File: src/rtl/fetch_unit_if.sv
// Fetch-stage bus bundle: instruction-memory request/response channel plus the
// decode handoff. The fetch unit is the master; memory and decode form the slave side.
interface fetch_unit_if;
  logic        imem_req_valid;
  logic        imem_req_ready;
  logic [31:0] imem_req_addr;
  logic        imem_rsp_valid;
  logic [31:0] imem_rsp_data;
  logic        imem_rsp_error;
  logic        id_valid;
  logic        id_ready;
  logic [31:0] id_pc;
  logic [31:0] id_ir;
  logic        id_error;

  modport master (
    output imem_req_valid, imem_req_addr,
    input  imem_req_ready,
    input  imem_rsp_valid, imem_rsp_data, imem_rsp_error,
    output id_valid, id_pc, id_ir, id_error,
    input  id_ready
  );

  modport slave (
    input  imem_req_valid, imem_req_addr,
    output imem_req_ready,
    output imem_rsp_valid, imem_rsp_data, imem_rsp_error,
    input  id_valid, id_pc, id_ir, id_error,
    output id_ready
  );
endinterface

File: src/rtl/fetch_unit.sv
// Instruction fetch stage: owns the fetch PC, issues credit-limited in-order memory
// requests and buffers responses in a small prefetch queue feeding decode.
module fetch_unit #(
  parameter logic [31:0] RESET_PC = 32'h0000_0000,
  parameter logic [31:0] TRAP_PC  = 32'h0000_0080,
  parameter int          DEPTH    = 2
) (
  input  logic         clk,
  input  logic         reset,
  input  logic         redirect,
  input  logic [31:0]  redirect_pc,
  input  logic         trap,
  fetch_unit_if.master bus
);
  localparam int CW = $clog2(DEPTH + 1);
  localparam int AW = $clog2(DEPTH);
  localparam logic [31:0] NOP_IR = 32'h0000_0013;

  logic [31:0]   pc;
  logic [31:0]   rsp_pc;
  logic [31:0]   mis_pc;
  logic [CW-1:0] outstanding;
  logic [CW-1:0] occupancy;
  logic [CW-1:0] discard;
  logic [AW-1:0] wr_ptr;
  logic [AW-1:0] rd_ptr;
  logic          mis_pend;
  logic          halted;

  logic [31:0]   q_pc  [DEPTH];
  logic [31:0]   q_ir  [DEPTH];
  logic          q_err [DEPTH];

  logic          flush;
  logic          mis_redirect;
  logic [31:0]   flush_pc;
  logic [CW:0]   inflight;
  logic          credit_ok;
  logic          req_valid;
  logic          req_fire;
  logic          drop;
  logic          rsp_push;
  logic          mis_push;
  logic          push;
  logic          id_valid;
  logic          pop;
  logic [CW-1:0] outstanding_nxt;
  logic [31:0]   push_pc;
  logic [31:0]   push_ir;
  logic          push_err;

  assign flush        = trap | redirect;
  assign mis_redirect = redirect & ~trap & (redirect_pc[1:0] != 2'b00);
  assign flush_pc     = trap ? TRAP_PC : redirect_pc;

  // Occupancy plus in-flight requests may never exceed the queue size, so every
  // response that comes back always has a slot waiting for it.
  assign inflight  = (CW+1)'(outstanding) + (CW+1)'(occupancy);
  assign credit_ok = inflight < (CW+1)'(DEPTH);
  assign req_valid = ~reset & ~flush & ~mis_pend & ~halted & credit_ok;
  assign req_fire  = req_valid & bus.imem_req_ready;

  assign drop     = bus.imem_rsp_valid & (discard != '0);
  assign rsp_push = bus.imem_rsp_valid & ~drop & ~flush;
  // discard==0 after a misaligned redirect implies nothing is left in flight.
  assign mis_push = mis_pend & (discard == '0) & (occupancy == '0) & ~flush;
  assign push     = rsp_push | mis_push;

  assign id_valid = ~reset & (occupancy != '0) & ~flush;
  assign pop      = id_valid & bus.id_ready;

  assign outstanding_nxt = outstanding + CW'(req_fire) - CW'(bus.imem_rsp_valid);

  assign push_pc  = mis_push ? mis_pc : rsp_pc;
  assign push_ir  = mis_push ? NOP_IR : bus.imem_rsp_data;
  assign push_err = mis_push | bus.imem_rsp_error;

  assign bus.imem_req_valid = req_valid;
  assign bus.imem_req_addr  = {pc[31:2], 2'b00};
  assign bus.id_valid       = id_valid;
  assign bus.id_pc          = q_pc[rd_ptr];
  assign bus.id_ir          = q_ir[rd_ptr];
  assign bus.id_error       = q_err[rd_ptr];

  always_ff @(posedge clk) begin
    if (reset) begin
      pc          <= RESET_PC;
      rsp_pc      <= RESET_PC;
      outstanding <= '0;
      occupancy   <= '0;
      discard     <= '0;
      wr_ptr      <= '0;
      rd_ptr      <= '0;
      mis_pend    <= 1'b0;
      halted      <= 1'b0;
    end else begin
      outstanding <= outstanding_nxt;
      if (flush) begin
        // Everything still in flight belongs to the squashed stream.
        pc        <= flush_pc;
        rsp_pc    <= flush_pc;
        occupancy <= '0;
        wr_ptr    <= '0;
        rd_ptr    <= '0;
        discard   <= outstanding_nxt;
        mis_pend  <= mis_redirect;
        halted    <= mis_redirect;
      end else begin
        if (req_fire) pc <= pc + 32'd4;
        if (drop)     discard <= discard - CW'(1);
        if (rsp_push) rsp_pc <= rsp_pc + 32'd4;
        if (push)     wr_ptr <= wr_ptr + AW'(1);
        if (pop)      rd_ptr <= rd_ptr + AW'(1);
        if (mis_push) mis_pend <= 1'b0;
        occupancy <= occupancy + CW'(push) - CW'(pop);
      end
    end
  end

  always_ff @(posedge clk) begin
    if (push) begin
      q_pc[wr_ptr]  <= push_pc;
      q_ir[wr_ptr]  <= push_ir;
      q_err[wr_ptr] <= push_err;
    end
    if (redirect & ~trap) mis_pc <= redirect_pc;
  end

  a_outstanding_bound: assert property (@(posedge clk) disable iff (reset)
    outstanding <= CW'(DEPTH));

endmodule

File: src/flat_wrapper.sv
// flat-port wrapper written by rule: the top's interface ports become plain ports
module fetch_unit_flat 
#(
  parameter logic [31:0] RESET_PC = 32'h0000_0000,
  parameter logic [31:0] TRAP_PC  = 32'h0000_0080,
  parameter int          DEPTH    = 2
)
  (clk, reset, redirect, redirect_pc, trap, bus_imem_req_valid, bus_imem_req_addr, bus_imem_req_ready, bus_imem_rsp_valid, bus_imem_rsp_data, bus_imem_rsp_error, bus_id_valid, bus_id_pc, bus_id_ir, bus_id_error, bus_id_ready);
  fetch_unit_if bus_i ();
  input  logic clk;
  input  logic reset;
  input  logic redirect;
  input  logic [31:0] redirect_pc;
  input  logic trap;
  output wire logic [$bits(bus_i.imem_req_valid)-1:0] bus_imem_req_valid;
  output wire logic [$bits(bus_i.imem_req_addr)-1:0] bus_imem_req_addr;
  input wire logic [$bits(bus_i.imem_req_ready)-1:0] bus_imem_req_ready;
  input wire logic [$bits(bus_i.imem_rsp_valid)-1:0] bus_imem_rsp_valid;
  input wire logic [$bits(bus_i.imem_rsp_data)-1:0] bus_imem_rsp_data;
  input wire logic [$bits(bus_i.imem_rsp_error)-1:0] bus_imem_rsp_error;
  output wire logic [$bits(bus_i.id_valid)-1:0] bus_id_valid;
  output wire logic [$bits(bus_i.id_pc)-1:0] bus_id_pc;
  output wire logic [$bits(bus_i.id_ir)-1:0] bus_id_ir;
  output wire logic [$bits(bus_i.id_error)-1:0] bus_id_error;
  input wire logic [$bits(bus_i.id_ready)-1:0] bus_id_ready;
  assign bus_imem_req_valid = bus_i.imem_req_valid;
  assign bus_imem_req_addr = bus_i.imem_req_addr;
  assign bus_i.imem_req_ready = bus_imem_req_ready;
  assign bus_i.imem_rsp_valid = bus_imem_rsp_valid;
  assign bus_i.imem_rsp_data = bus_imem_rsp_data;
  assign bus_i.imem_rsp_error = bus_imem_rsp_error;
  assign bus_id_valid = bus_i.id_valid;
  assign bus_id_pc = bus_i.id_pc;
  assign bus_id_ir = bus_i.id_ir;
  assign bus_id_error = bus_i.id_error;
  assign bus_i.id_ready = bus_id_ready;
  fetch_unit #(.RESET_PC(RESET_PC), .TRAP_PC(TRAP_PC), .DEPTH(DEPTH)) u_core (.clk(clk), .reset(reset), .redirect(redirect), .redirect_pc(redirect_pc), .trap(trap), .bus(bus_i));
endmodule
File: config.mk
export PLATFORM = sky130hd
export DESIGN_NAME = fetch_unit_flat
export DESIGN_NICKNAME = d
export VERILOG_FILES = /design/src/rtl/fetch_unit_if.sv /design/src/rtl/fetch_unit.sv /design/src/flat_wrapper.sv
export SDC_FILE = /design/constraint.sdc
export NUM_CORES = 1
export LEC_CHECK = 0
export ABC_CLOCK_PERIOD_IN_PS = 4600
export CELL_PAD_IN_SITES_DETAIL_PLACEMENT = 0
export CELL_PAD_IN_SITES_GLOBAL_PLACEMENT = 1
export CORE_MARGIN = 1.5
export CORE_UTILIZATION = 48
export CTS_BUF_LIST = sky130_fd_sc_hd__clkbuf_4 sky130_fd_sc_hd__clkbuf_8
export DETAILED_ROUTE_END_ITERATION = 10
export DONT_BUFFER_PORTS = 1
export PLACE_DENSITY = 0.79
export RECOVER_POWER = 50
export SLEW_MARGIN = 15
export SYNTH_ARGS = -nofsm -noshare
export SYNTH_HDL_FRONTEND = slang
export SYNTH_SLANG_ARGS = --single-unit
File: constraint.sdc
create_clock -name clk -period 4.6 [get_ports clk]
set_input_delay 0.46 -clock clk [delete_from_list [all_inputs] [get_ports clk]]
set_output_delay 0.46 -clock clk [all_outputs]
set_load 0.005 [all_outputs]
* Word level (Yosys, flattened, before mapping)
Memories as Yosys holds them, arrays and structs flattened. A register that Yosys moved wholly into a read port is not among the register bits. Cells that the tools add are included.
Operators by class: add/sub/neg operators 10, multiply operators 0, div/mod/pow operators 0, order comparisons 1, equal/unequal tests 0, shift-type cells 0, mux-type cells 19, bitwise logic cells 25, reductions and logical operators 10
Operator list (count):
- two-way mux 32 bit | 7
- adder 32 x 3 -> 32 bit, second input constant | 2
- AND 1 bit | 16
- nonzero test 2 bit | 7
- two-way mux 1 bit | 10
- inverter 1 bit | 6
- adder 2 x 1 -> 2 bit | 2
- zero test 2 bit | 2
- two-way mux 2 bit | 2
- subtractor 2 x 1 -> 2 bit | 2
- adder 2 x 2 -> 3 bit | 1
- less-than comparator 3 x 2 -> 1 bit, second input constant | 1
- bitwise OR 1 bit | 3
- adder 1 bit, second input constant | 2
- OR reduction 2 bit | 1
- subtractor 2 x 1 -> 2 bit, second input constant | 1
Storage, ports and cells: register bits after elaboration 106, bits in latches 0, memory bits (writable) 130, ROM bits 0, input port bits 72, output and inout bits 99, word-level logic and storage cells 78, memories 3
Memories:
- u_core.q_ir | words 2, bits a word 32, rd ports 1, clocked after memory_dff 1, wr ports 1, RTL line fetch_unit.sv:31 | logic [31:0] q_ir [DEPTH];
- u_core.q_pc | words 2, bits a word 32, rd ports 1, clocked after memory_dff 1, wr ports 1, RTL line fetch_unit.sv:30 | logic [31:0] q_pc [DEPTH];
- u_core.q_err | words 2, bits a word 1, rd ports 1, clocked after memory_dff 1, wr ports 1, RTL line fetch_unit.sv:32 | logic q_err [DEPTH];

* Logic depth before layout (Yosys ltp)
word-level depth 10, mapped depth 12, mapped depth without buffers 11

* Least setup slack after synthesis
OpenSTA, ideal clock, no wires.
path type input port to flip-flop, from input port trap, to memory u_core.q_err[0] (enable), library setup time 496 ps, data arrival time 4370 ps, data required time 4104 ps, setup slack -266 ps, cell stages on the path 6, path buffers 3, cells stage by stage clkbuf_1 -> or2_1 -> clkbuf_1 -> clkbuf_1 -> a21oi_1 -> nor2b_1
Between the ends: longest elaborated chain between the ends 6, elaborated cells on any way between the ends 7, classes of those cells mux (2); bitwise (5)
RTL lines:
- from (decl) | RTL line flat_wrapper.sv:14 | input logic trap;
- bitwise OR 1 bit (*) | RTL line fetch_unit.sv:52 | assign flush = trap | redirect;
- inverter 1 bit (*) | RTL line fetch_unit.sv:64, fetch_unit.sv:66
- AND 1 bit (on tied branches) | RTL line fetch_unit.sv:64, fetch_unit.sv:66
- bitwise OR 1 bit (*) | RTL line fetch_unit.sv:67 | assign push = rsp_push | mis_push;
- two-way mux 1 bit (*) | RTL line fetch_unit.sv:121 | if (push) begin
- two-way mux 1 bit (implied by the code) (*) | RTL line fetch_unit.sv:124 | q_err[wr_ptr] <= push_err;
- to (decl) | RTL line fetch_unit.sv:32
Mark *: on every way between the ends. The rest lies on a longest branch, timed or not.

* Worst setup path after layout
from input port trap, to register u_core.rsp_pc[25]
Between the ends: longest elaborated chain between the ends 4, elaborated cells on any way between the ends 6, classes of those cells mux (2); bitwise (3); reduce/logical (1)
RTL lines:
- bitwise OR 1 bit | RTL line fetch_unit.sv:52
- inverter 1 bit | RTL line fetch_unit.sv:64 | assign rsp_push = bus.imem_rsp_valid & ~drop & ~flush;
- AND 1 bit | RTL line fetch_unit.sv:64
- nonzero test 2 bit (no source line)
- to (signal assigned) | RTL line fetch_unit.sv:101 | rsp_pc <= flush_pc;
- to (signal assigned) | RTL line fetch_unit.sv:111 | if (rsp_push) rsp_pc <= rsp_pc + 32'd4;
- to (decl) | RTL line fetch_unit.sv:20 | logic [31:0] rsp_pc;
Parallel ways exist; a longest one is shown, timed or not. A chain may end at the register's enable or synchronous reset.

==> metrics.cfg <==
[status]
outcome = finished, violations left
violations = capacitance limit, slew limit

[die]
start_util = 0.4881
core_area_um2 = 21760
rows = 54
dieWidth_um = 151.7
die_height_um = 151.7
die_area_um2 = 23020
pin_count = 171

[worst_setup_path]
reg2reg_slack_ns = 1.72
critPathBufInv = 1
crit_type = in -> reg
crit_arrival_ns = 3.44
startpoint = trap
endpoint_kind = flip-flop
path_max_fanout = 23
r2r-start = u_core.occupancy[0]$_SDFF_PP0_
crit_family = simple AND/OR/NAND/NOR gates
cpPeakStageDelay_ns = 1.49
startpoint_type = input pin
cpMaxStageDelayCell = nor2b_1
crit_required_ns = 5.07
crit_chain = nor2b_1 > clkbuf_1 > nand2_1 > a211o_1 > a21oi_1

[global_route]
grt_pass1_vias = 6959
grt_use_met3 = 0.06617
busiest_layer = met2
grt_overflow_total = 0
grt_max_degree = 66
grt_util_all_layers = 0.2319
use_met1 = 0.3278
grt_pass1_wl_um = 40570
antenna_found_initial = 0
globalRouteMet2Util = 0.3423

[logic_synthesis]
synthTopCellsByArea = edfxtp_1, dfxtp_1, mux2_2, a21oi_1, and2_1
syn_avg_cell_area_um2 = 12.15
synth_area_leader_cell = edfxtp_1
yosysWarnings = 0
post-synth-top-count-cell = edfxtp_1
synth.top_cells.by_count = edfxtp_1, mux2_2, dfxtp_1
synthFlopType = edfxtp_1
synth-seq-area-share = 0.5957
synth_edf_count = 162
ys_async_sr_fraction = 0
synth_cell_type_count = 71
synth_top_area_share = 0.4581
synthCells = 874
synth_area_um2 = 10620
ys_ff_latch = 235

[final_layout]
fillCellCount = 1894
area_growth_pct = 12.75
drive_gt1_frac = 0.1882
multi_input_comb_area_um2 = 4049
final_nets = 995
n_antenna_cell = 0
register_area_um2 = 6326
stdcell_count = 1226

[clocking]
cts_tree = built
cts_hold_buffers = 12
clock-sinks = 235
cts_resized = 0
clock_latency_ns = 0.53
numCtsBuffers = 40
ctsHtreeMaxLevel = 2
cts-root-buf = clkbuf_8
path_clk_slew_ns = 0.06
postCtsSetupRepairBufs = 0
clockBufferDepth = 3

[timing]
fin_setup_tns_ns = 0
fin_hold_ws_ns = 0.05140
setup_slack_ns = 1.624
finalCritPeriodShare = 0.6469
finalClockSkew_ns = 0.01369
rsz0062_at_grt = no
max_freq_ghz = 0.3361
setup-violations-final = 0
period_minus_slack_ns = 2.976
hold_viol = 0
maxSlewViolCount = 89
slew_headroom = -0.3577
tightest_slew_ns = 2.032

[drt]
wl_per_cell_um = 22.35
num_vias = 7389
via_per_inst = 6.027
wirelength_um = 27400
drc = 0
antenna_left = 0
drtIter0Drc = 533
drt_pre_antenna_iters = 5

[run]
drv_cap = 2

[power_and_ir_drop]
clkPwrFrac = 0.403
p_leak_nw = 4.042
peakVddDrop_uv = 179.6
sequentialPowerShare = 0.531
p_sw_w = 0.001051
internal_power_w = 0.003405
pwr-share-comb = 0.066
power_density_nw_per_um2 = 372.1
p_sw_frac = 0.2358

[worst_hold_path]
hp-class = in -> reg
min_from = reset

[placed_design]
dp.final_hpwl_um = 17310
pre_cts_ws_ns = 1.720
place_congestion = 0.8638
io_buffers = 0
place_inst = 1120

power groups by stage:
| stage | Combinational, W | Sequential (W) | Clock, W |
|---|---|---|---|
| floorplan | 0.000203 | 0.00240 | 0 |
| global placement | 0.000258 | 0.00241 | 0 |
| detailed placement | 0.000262 | 0.00241 | 0 |
| CTS | 0.000280 | 0.00237 | 0.00184 |
| global route | 0.000320 | 0.00237 | 0.00194 |
| finish | 0.000292 | 0.00237 | 0.00180 |
metrics by stage:
| stage | cell area (um2) | utilization | total power [W] |
|---|---|---|---|
| after floorplan | 10630 | - | 0.002602 |
| after global placement | 10890 | 0.5006 | 0.002665 |
| after detailed placement | 10890 | 0.5006 | 0.002672 |
| after CTS | 11790 | 0.5418 | 0.004481 |
| after global routing | 11970 | 0.5503 | 0.004631 |
| final | 11970 | 0.5503 | 0.004456 |
routing by layer:
| layer | part of all wire | wire length [um] |
|---|---|---|
| met5 | 0 | 0 |
| met1 | 0.44 | 12010 |
| met2 | 0.44 | 12120 |
| met4 | 0.019 | 512 |
| met3 | 0.10 | 2769 |
path summary, 6_finish.rpt:
path,to,cells after the start
worst max-delay path,u_core.rsp_pc[25]$_SDFFE_PP0P_,5
worst min-delay path,u_core.pc[19]$_SDFFE_PP0P_,1
worst max register to register,u_core.discard[1]$_SDFFE_PP0P_,11
worst min register to register,flip-flop,2
area by class of cell:
cell class / instances / share of cell area
Multi-Input combinational cell: 580 / 0.3382
Tap cell: 280 / 0.02926
Clock buffer: 56 / 0.05706
Clock inverter: 17 / 0.006897
Sequential cell: 235 / 0.5284
Timing Repair Buffer: 45 / 0.03616
Inverter: 13 / 0.004076
cells by family (layout without fill, tap and decap cells):
logic type               after synthesis  count (layout)  share of synthesized area
AO/OA/AOI/OAI                        173             173                     0.1050
adder cells (fa/ha/maj)                8               8                    0.01013
other                                  1               2                  0.0003531
buffers and inverters                 60             131                    0.02357
XOR/XNOR                              16              16                    0.01320
flip-flops                           235             235                     0.5957
AND/OR/NAND/NOR                      275             275                     0.1407
multiplexers                         106             106                     0.1113
worst register-to-register path: cells and delay by family (launching register included):
family / cells / cell delay [ns]
AOI/OAI and AO/OA: 1 / 0.13
xor gates and xnor gates: 1 / 0.13
adders and majority gates: 2 / 0.65
buffers and inverters: 2 / 0.19
DFF: 1 / 0.32
and+or+nand+nor: 5 / 1.38
state kept, by name (all words and copies together) (netlist names), named ones only:
name,flops
u_core.q_ir,64
u_core.q_pc,64
u_core.mis_pc,32
u_core.rsp_pc,32
u_core.pc,30
u_core.discard,2
u_core.occupancy,2
u_core.outstanding,2
u_core.q_err,2
u_core.halted,1
u_core.mis_pend,1
u_core.rd_ptr,1
u_core.wr_ptr,1
cell usage in the layout (no fill, tap or decap), drive strengths merged, types with 11 or more instances in the layout:
cell type / instances
dfxtp: 73
nor2: 51
a21oi: 57
clkinv: 15
nand4: 24
o21ai: 37
a211oi: 18
and3: 11
edfxtp: 162
and2: 36
nand2: 56
inv: 14
xnor2: 12
clkbuf: 59
nor4: 14
nor3: 21
dlygate4sd3: 32
nand3: 35
mux2: 97
(Power assumes the default switching activity.)
